--- src/rtl/conv33_stream_ctrl.sv ---
// Stream controller for a 3x3 convolution datapath: buffers three image rows,
// then sweeps their columns gap-free into a free-running shift datapath.
module conv33_stream_ctrl #(
  parameter int PIXEL_WIDTH = 8,
  parameter int IMG_W       = 16,
  parameter int IMG_H       = 16
) (
  input  logic                   clk,
  input  logic                   rst_n,
  input  logic                   start,
  input  logic [1:0]             mode_in,
  input  logic                   s_valid,
  output logic                   s_ready,
  input  logic [PIXEL_WIDTH-1:0] s_pixel,
  output logic [PIXEL_WIDTH-1:0] conv_top,
  output logic [PIXEL_WIDTH-1:0] conv_mid,
  output logic [PIXEL_WIDTH-1:0] conv_bot,
  output logic [1:0]             conv_mode,
  input  logic [PIXEL_WIDTH-1:0] conv_pixel,
  output logic                   out_valid,
  output logic [PIXEL_WIDTH-1:0] out_pixel,
  output logic                   out_eol,
  output logic                   out_last,
  output logic                   busy,
  output logic                   done
);

  localparam int CW = $clog2(IMG_W + 1);
  localparam int RW = $clog2(IMG_H + 1);
  localparam int AW = $clog2(IMG_W);
  localparam logic [CW-1:0] LAST_COL = CW'(IMG_W - 1);
  localparam logic [CW-1:0] COL_END  = CW'(IMG_W);
  localparam logic [RW-1:0] ROWS     = RW'(IMG_H);

  typedef enum logic [2:0] {S_IDLE, S_FILL, S_SWEEP, S_LOAD, S_DONE} state_e;

  state_e          state_q, state_d;
  logic [CW-1:0]   col_q, col_d;
  logic [RW-1:0]   row_q, row_d;
  logic [1:0]      top_q, top_d;
  logic [1:0]      mode_q, mode_d;

  logic [PIXEL_WIDTH-1:0] line_q [3][IMG_W];

  logic          accept;
  logic          sweep_rd;
  logic [1:0]    wr_slot;
  logic [AW-1:0] col_idx;

  function automatic logic [1:0] slot_inc(input logic [1:0] s);
    return (s == 2'd2) ? 2'd0 : s + 2'd1;
  endfunction

  always_comb begin
    // NOTE: every signal driven here gets a default first, so no path can infer a latch.
    state_d = state_q;
    col_d   = col_q;
    row_d   = row_q;
    top_d   = top_q;
    mode_d  = mode_q;
    s_ready = (state_q == S_FILL) || (state_q == S_LOAD);
    accept  = s_valid && s_ready;

    case (state_q)
      S_IDLE: begin
        if (start) begin
          state_d = S_FILL;
          mode_d  = mode_in;
          col_d   = '0;
          row_d   = '0;
          top_d   = '0;
        end
      end
      S_FILL: begin
        if (accept) begin
          if (col_q == LAST_COL) begin
            col_d = '0;
            row_d = row_q + RW'(1);
            if (row_q == RW'(2)) state_d = S_SWEEP;
          end else begin
            col_d = col_q + CW'(1);
          end
        end
      end
      S_SWEEP: begin
        // The sweep never waits: the datapath shifts on every clock.
        if (col_q == COL_END) begin
          col_d   = '0;
          state_d = (row_q < ROWS) ? S_LOAD : S_DONE;
        end else begin
          col_d = col_q + CW'(1);
        end
      end
      S_LOAD: begin
        if (accept) begin
          if (col_q == LAST_COL) begin
            col_d   = '0;
            row_d   = row_q + RW'(1);
            top_d   = slot_inc(top_q);
            state_d = S_SWEEP;
          end else begin
            col_d = col_q + CW'(1);
          end
        end
      end
      S_DONE:  state_d = S_IDLE;
      default: state_d = S_IDLE;
    endcase
  end

  always_ff @(posedge clk) begin
    // NOTE: sequential state uses non-blocking assignments so every flop samples pre-edge values.
    if (!rst_n) begin
      state_q <= S_IDLE;
      col_q   <= '0;
      row_q   <= '0;
      top_q   <= '0;
      mode_q  <= '0;
    end else begin
      state_q <= state_d;
      col_q   <= col_d;
      row_q   <= row_d;
      top_q   <= top_d;
      mode_q  <= mode_d;
    end
  end

  // During LOAD the oldest row (the top slot) is the one being replaced.
  assign wr_slot = (state_q == S_FILL) ? row_q[1:0] : top_q;
  assign col_idx = col_q[AW-1:0];

  // NOTE: the line buffer is not reset; every location is written before it is read in a frame.
  always_ff @(posedge clk) begin
    if (accept) line_q[wr_slot][col_idx] <= s_pixel;
  end

  assign sweep_rd  = (state_q == S_SWEEP) && (col_q != COL_END);
  assign conv_top  = sweep_rd ? line_q[top_q][col_idx] : '0;
  assign conv_mid  = sweep_rd ? line_q[slot_inc(top_q)][col_idx] : '0;
  assign conv_bot  = sweep_rd ? line_q[slot_inc(slot_inc(top_q))][col_idx] : '0;
  assign conv_mode = mode_q;

  // The datapath result at sweep cycle k is centred on column k-2.
  assign out_valid = (state_q == S_SWEEP) && (col_q >= CW'(3));
  assign out_eol   = (state_q == S_SWEEP) && (col_q == COL_END);
  assign out_last  = out_eol && (row_q == ROWS);
  assign out_pixel = conv_pixel;
  assign busy      = (state_q != S_IDLE);
  assign done      = (state_q == S_DONE);

endmodule

--- config.mk ---
export PLATFORM = sky130hd
export DESIGN_NAME = conv33_stream_ctrl
export DESIGN_NICKNAME = d
export VERILOG_FILES = /design/src/rtl/conv33_stream_ctrl.sv
export SDC_FILE = /design/constraint.sdc
export NUM_CORES = 1
export LEC_CHECK = 0
export CORE_MARGIN = 1.5
export CORE_UTILIZATION = 30
export CTS_CLUSTER_SIZE = 24
export DETAILED_ROUTE_END_ITERATION = 10
export PLACE_DENSITY = 0.52
export REMOVE_ABC_BUFFERS = 1
export SYNTH_ARGS = -nofsm -noshare
export SYNTH_HDL_FRONTEND = slang
export SYNTH_SLANG_ARGS = --single-unit
--- constraint.sdc ---
create_clock -name clk -period 5 [get_ports clk]
set_clock_uncertainty 0.2 [all_clocks]
set_input_delay 0.5 -clock clk [delete_from_list [all_inputs] [get_ports clk]]
set_output_delay 0.5 -clock clk [all_outputs]
set_load 0.1 [all_outputs]
==> impl_metrics.env, run 1 <==
export IMPL_synth_most_common_cell="edfxtp_1"
export IMPL_crit_buf_inv=2
export IMPL_fin_area_mm2=0.02682
export IMPL_dieHeight_um=283.8
export IMPL_grt_pass1_wl_um=120100
export IMPL_clock_latency_ns=0.61
export IMPL_crit_type="reg2out"
export IMPL_core_mm2=0.07772
export IMPL_synth_cell_types=67
export IMPL_max_stage_delay_ns=1.19
export IMPL_synth_seq_area_share_pct=50.37
export IMPL_grtUsageTotal_pct=20.37
export IMPL_cp_cell_sequence="buf_12 > mux2i_1 > o21ai_0 > a22oi_1 > a2111oi_0 > a211o_1 > buf_12"
export IMPL_synth_area_leaders="edfxtp_1 49%, mux4_2 11%, mux2_2 9.0%, mux2i_1 6.7%, o21ai_0 2.7%"
export IMPL_dp_hpwl_um=57100
export IMPL_drcViolationCount=0
export IMPL_setup_slack_ns=0.07335
export IMPL_start_kind="flop"
export IMPL_cts_hold_buf=0
export IMPL_rsz0062_at_grt="no"
export IMPL_leakage_nw=8.026
export IMPL_numClockSinks=403
export IMPL_cts_root_buf="clkbuf_16"
export IMPL_place_congestion=0.9336
export IMPL_ioPinCount=62
export IMPL_area_growth_pct=13.43
export IMPL_worst_path_most_repeated_cell="buf_12"
export IMPL_path_max_fanout=47
export IMPL_dp_slack_ns=0.7509
export IMPL_hold_violations=0
export IMPL_placed_cell_area_mm2=0.02534
export IMPL_synthesis_area_mm2=0.02365
export IMPL_async_flop_share_pct=0
export IMPL_worst_slew_pin_slew_ns=1.334
export IMPL_ir_drop_mv=0.2854
export IMPL_tritoncts="yes"
export IMPL_clockBufferDepth=3
export IMPL_netlist_area_leader_share_pct=48.76
export IMPL_postCtsSetupBuffers=0
export IMPL_grt_max_degree=78
export IMPL_slowest_stage="a2111oi_0"
export IMPL_power_density_mw_per_mm2=315.0
export IMPL_synth_edf_count=384
export IMPL_slew_violations=0
export IMPL_synth_warnings=0
export IMPL_numPortBuffers=45
export IMPL_drtAntennaViolNets=0
export IMPL_crit_path_end_kind="primary output"
export IMPL_slew_headroom_pct=8.757
export IMPL_max_freq_ghz=0.2030
export IMPL_drive_above_1_share_pct=26.83
export IMPL_die_w_um=283.8
export IMPL_wl_per_cell_um=29.01
export IMPL_start_util_pct=30.43
export IMPL_cts_buffers=46
export IMPL_avgSynthCellArea_um2=12.99
export IMPL_first_iter_violations=1948
export IMPL_dr_total_vias=16870
export IMPL_critPathTopFamily="compound AO/OA/AOI/OAI gates"
export IMPL_period_share_pct=98.53
export IMPL_drt_total_wl_um=83810
export IMPL_syn_inst=1820
export IMPL_fin_crit_ns=4.927
export IMPL_cp_required_ns=4.30
export IMPL_cap_violations=0
export IMPL_path_clk_slew_ns=0.06
export IMPL_grt_pass1_vias=16410
export IMPL_overflow=0
export IMPL_fillers=7463
export IMPL_timing_rr_end="line_q[1][36]$_DFFE_PP_"
export IMPL_htreeDepth=2
export IMPL_reg2reg_depth=5
export IMPL_vias_per_cell=5.840
export IMPL_synthTopCellsByCount="384 x edfxtp_1, 189 x mux2_2, 164 x nand2_1"
export IMPL_setup_violations=0
export IMPL_rows=102
export IMPL_first_pass_iters=5
export IMPL_hold_end="conv_mode[1]$_SDFFE_PN0P_"
export IMPL_arrival_ns=4.23
export IMPL_post_cts_resize_count=0
export IMPL_total_power_mw=8.449
export IMPL_yosys_register_bits=403
export IMPL_hp_class="reg2reg"
export IMPL_r2r_slack_ns=1.39
export IMPL_num_antenna_cells=0
export IMPL_status="finished clean"
export IMPL_dieArea_mm2=0.08052
export IMPL_antenna_found_initial=1
export IMPL_yosysTopAreaCell="edfxtp_1"
export IMPL_min_from="conv_mode[1]$_SDFFE_PN0P_"
export IMPL_nets=1847
export IMPL_rr_startpoint="top_q[0]$_SDFFE_PN0N_"
export IMPL_ys_flop_type="edfxtp_1"
export IMPL_hold_depth=2
-- worst reg2reg max path: stages, from the launching register on --
cell and delay, ns:
dfxtp_4 0.92, buf_4 0.47, nor3b_1 0.28, a31oi_2 0.06, buf_4 0.25, nor2_1 1.04
-- state kept, by name (all words and copies together) (netlist names), named ones only --
signal / flops
state_q: 3
conv_mode: 2
row_q: 5
top_q: 2
line_q: 384
col_q: 5
-- final cells by class --
| type | count | area, um^2 | area share (%) |
|---|---|---|---|
| well taps | 1040 | 1301 | 4.851 |
| clock inverters | 27 | 286.5 | 1.068 |
| repair buffers | 106 | 1201 | 4.478 |
| flip-flops and latches | 403 | 11930 | 44.48 |
| inverters | 12 | 46.29 | 0.1726 |
| multi-input cells | 1247 | 10860 | 40.47 |
| clock buffers | 54 | 1202 | 4.482 |
-- placed cells by master, fill, tap and decap left out, drive strengths merged, types with 14 or more instances in the layout --
cell type	synthesis	routed
a211oi	31	31
a21oi	39	39
a22oi	14	14
buf	104	96
clkbuf	54	54
clkinv	4	22
dfxtp	19	19
edfxtp	384	384
mux2	204	204
mux2i	158	158
mux4	117	117
nand2	164	164
nand3	14	14
nor2	91	91
nor2b	35	35
nor3	34	34
o211ai	44	44
o21ai	126	126
o22ai	42	42
-- layer usage --
metal	vias up	track usage, %	part of all wire, %
met3	154	3.939	8.9
met5	-	0	0.014
met2	871	31.86	46
met1	8688	28.10	42
met4	2	7.099	3.7
li1	7158	-	-
-- cell families after synthesis --
kind of cell / share of synthesized area (%)
mux: 27.67
flops: 50.37
simple gates: 7.370
compound gates: 10.05
buf+inv: 3.804
fa+ha+maj: 0.4762
xor+xnor: 0.2593
-- how the worst max path moves through the flow --
stage	from	endpoint	slack [ns]	cells past startpoint
final	top_q[0]$_SDFFE_PN0N_	conv_bot[6]	0.07	7
after global routing	top_q[0]$_SDFFE_PN0N_	conv_bot[6]	0.04	7
after CTS	top_q[0]$_SDFFE_PN0N_	conv_bot[6]	0.1	7
after detailed placement	top_q[0]$_SDFFE_PN0N_	conv_bot[6]	0.75	7
after global placement	top_q[0]$_SDFFE_PN0N_	conv_bot[6]	0.74	7
after floorplan	top_q[0]$_SDFFE_PN0N_	conv_mid[0]	-6.60	5
-- power by group --
part / leakage (nW) / internal (mW) / switching [mW]
Sequential: 3.61 / 3.71 / 0.0504
Combinational: 3.69 / 0.445 / 0.819
Clock: 0.725 / 1.98 / 1.45
-- metrics by stage --
stage / hold slack [ns] / setup TNS, ns / cells / util (%)
floorplan: 0.2805 / -1720.38 / 1662 / -
global placement: 0.2683 / 0 / 2808 / 32.60
detailed placement: 0.2744 / 0 / 2808 / 32.60
CTS: 0.2820 / 0 / 2889 / 34.51
global route: 0.3117 / 0 / 2889 / 34.51
finish: 0.2775 / 0 / 2889 / 34.51
Power figures use the tool's default switching activity.
==> inputs of run 2 (changes only) <==
--- a/config.mk
+++ b/config.mk
@@ -9,6 +9,7 @@
 export CORE_UTILIZATION = 30
 export CTS_CLUSTER_SIZE = 24
 export DETAILED_ROUTE_END_ITERATION = 10
+export MAX_ROUTING_LAYER = met4
 export PLACE_DENSITY = 0.52
 export REMOVE_ABC_BUFFERS = 1
 export SYNTH_ARGS = -nofsm -noshare
==> run 2 against run 1 <==
  * Final cell count up 0.14%
  * Sequential power about the same
  * Count of clock-buffer cells in the layout up 2
  * Sequential share of layout area about the same
  * Utilization about the same
  * Total power down 0.49%
  * Maximum frequency about the same
  * Global-route usage up 0.49 points
  * Design area about the same
  * Setup slack better by 0.0037 ns
  * Die area unchanged
  * Largest power group unchanged
  * Highest routed layer is now met4
==> impl_metrics.env, run 2 (synthesized netlist as in run 1, its figures left out) <==
export IMPL_status="finished clean"
export IMPL_start_util_pct=30.43
export IMPL_max_stage_delay_ns=1.06
export IMPL_worst_path_most_repeated_cell="buf_12"
export IMPL_wl_per_cell_um=28.78
export IMPL_drtAntennaViolNets=0
export IMPL_cp_required_ns=4.30
export IMPL_path_clk_slew_ns=0.06
export IMPL_arrival_ns=4.22
export IMPL_setup_slack_ns=0.07708
export IMPL_setup_violations=0
export IMPL_hold_violations=0
export IMPL_fin_hold_ws_ns=0.2762
export IMPL_dr_total_vias=16760
export IMPL_rows=102
export IMPL_fin_crit_ns=4.923
export IMPL_place_congestion=0.9281
export IMPL_slew_headroom_pct=15.84
export IMPL_cts_hold_buf=0
export IMPL_leakage_nw=8.045
export IMPL_largest_register_ffs=384
export IMPL_numClockSinks=403
export IMPL_path_max_fanout=57
export IMPL_multiInputGateArea_mm2=0.01086
export IMPL_final_cell_mix="384 x edfxtp_1, 189 x mux2_2, 164 x nand2_1"
export IMPL_clock_latency_ns=0.59
export IMPL_grt_max_degree=99
export IMPL_grt_pass1_vias=16280
export IMPL_power_density_mw_per_mm2=313.1
export IMPL_max_freq_ghz=0.2031
export IMPL_largest_register="line_q"
export IMPL_cp_cell_sequence="buf_12 > mux2i_1 > o21ai_0 > a22oi_1 > a2111oi_1 > a211o_1 > buf_12"
export IMPL_clockBufferDepth=3
export IMPL_dieArea_mm2=0.08052
export IMPL_numPortBuffers=45
export IMPL_crit_buf_inv=2
export IMPL_drive_above_1_share_pct=26.80
export IMPL_crit_type="reg2out"
export IMPL_start_kind="flop"
export IMPL_die_w_um=283.8
export IMPL_fillers=7494
export IMPL_vias_per_cell=5.792
export IMPL_cts_buffers=46
export IMPL_slew_violations=0
export IMPL_ir_drop_mv=0.2299
export IMPL_worst_slew_pin_slew_ns=1.258
export IMPL_overflow=0
export IMPL_grt_pass1_wl_um=119200
export IMPL_first_iter_violations=2217
export IMPL_dp_hpwl_um=56750
export IMPL_cap_violations=0
export IMPL_period_share_pct=98.46
export IMPL_grtUsageTotal_pct=20.86
export IMPL_hp_class="reg2reg"
export IMPL_dp_slack_ns=0.6432
export IMPL_slowest_stage="a2111oi_1"
export IMPL_ioPinCount=62
export IMPL_final_common_cell="edfxtp_1"
export IMPL_drcViolationCount=0
export IMPL_seqCellArea_mm2=0.01193
export IMPL_reg_top3="line_q (384), col_q (5), row_q (5)"
export IMPL_postCtsSetupBuffers=0
export IMPL_tritoncts="yes"
export IMPL_nets=1851
export IMPL_cts_root_buf="clkbuf_16"
export IMPL_rsz0062_at_grt="no"
export IMPL_post_cts_resize_count=1
export IMPL_dieHeight_um=283.8
export IMPL_htreeDepth=2
export IMPL_core_mm2=0.07772
export IMPL_area_growth_pct=13.55
export IMPL_drt_total_wl_um=83250
export IMPL_first_pass_iters=6
export IMPL_antenna_found_initial=2
export IMPL_critPathTopFamily="compound AO/OA/AOI/OAI gates"
export IMPL_crit_path_end_kind="primary output"
## run 2: cell types whose count changed in the layout (fill, tap and decap cells not counted)
cell / delta
buf_4: +3
clkbuf_16: +2
clkinv_1: +2
clkinv_2: -2
clkinv_8: -2
diode_2: +2
a2111oi_0: -1
a2111oi_1: +1
buf_12: +1
bufinv_16: -1
clkinvlp_4: -1
## run 2: final cells by class
cell class	count	area share [%]
diodes	2	0.01864
well taps	1040	4.846
repair buffers	110	4.632
inverters	12	0.1724
clock inverters	23	0.7968
flip-flops and latches	403	44.44
multi-input cells	1247	40.43
clock buffers	56	4.664
## run 2: routing by layer
metal | share of wire [%] | global-route usage [%] | up-vias
met5 | 0 | - | -
met3 | 8.3 | 3.505 | 143
met1 | 43 | 28.36 | 8635
met2 | 45 | 31.31 | 807
met4 | 4.0 | 7.420 | 0
li1 | - | - | 7171
## run 2: final timing paths
path	depth (start not counted)	slack [ns]	to	startpoint
max	7	0.08	conv_bot[6]	top_q[0]$_SDFFE_PN0N_
min	2	0.28	conv_mode[1]$_SDFFE_PN0P_	conv_mode[1]$_SDFFE_PN0P_
max reg2reg	5	1.47	line_q[1][13]$_DFFE_PP_	top_q[0]$_SDFFE_PN0N_
min reg2reg	2	0.28	conv_mode[1]$_SDFFE_PN0P_	conv_mode[1]$_SDFFE_PN0P_
## run 2: report_power, final
group	internal [mW]	switching (mW)	total (mW)
Sequential	3.71	0.0487	3.76
Clock	1.97	1.41	3.38
Combinational	0.446	0.815	1.26
Total	6.13	2.28	8.41
## run 2: stage by stage
step / setup TNS (ns) / total power [mW] / area, um^2 / instances / utilization (%)
after global routing: 0 / 8.622 / 26850 / 2893 / 34.55
after detailed placement: 0 / 5.080 / 25380 / 2812 / 32.65
after global placement: 0 / 5.072 / 25380 / 2812 / 32.65
after CTS: 0 / 8.438 / 26850 / 2891 / 34.54
final: 0 / 8.408 / 26850 / 2893 / 34.55
after floorplan: -1720.38 / 4.628 / 22790 / 1662 / -
## run 2: worst reg2reg max path, cell delays in order, from the launching register on
cell and delay [ns]:
dfxtp_4 0.86, buf_4 0.48, nor3b_1 0.28, a31oi_2 0.05, buf_4 0.25, nor2_1 1.02
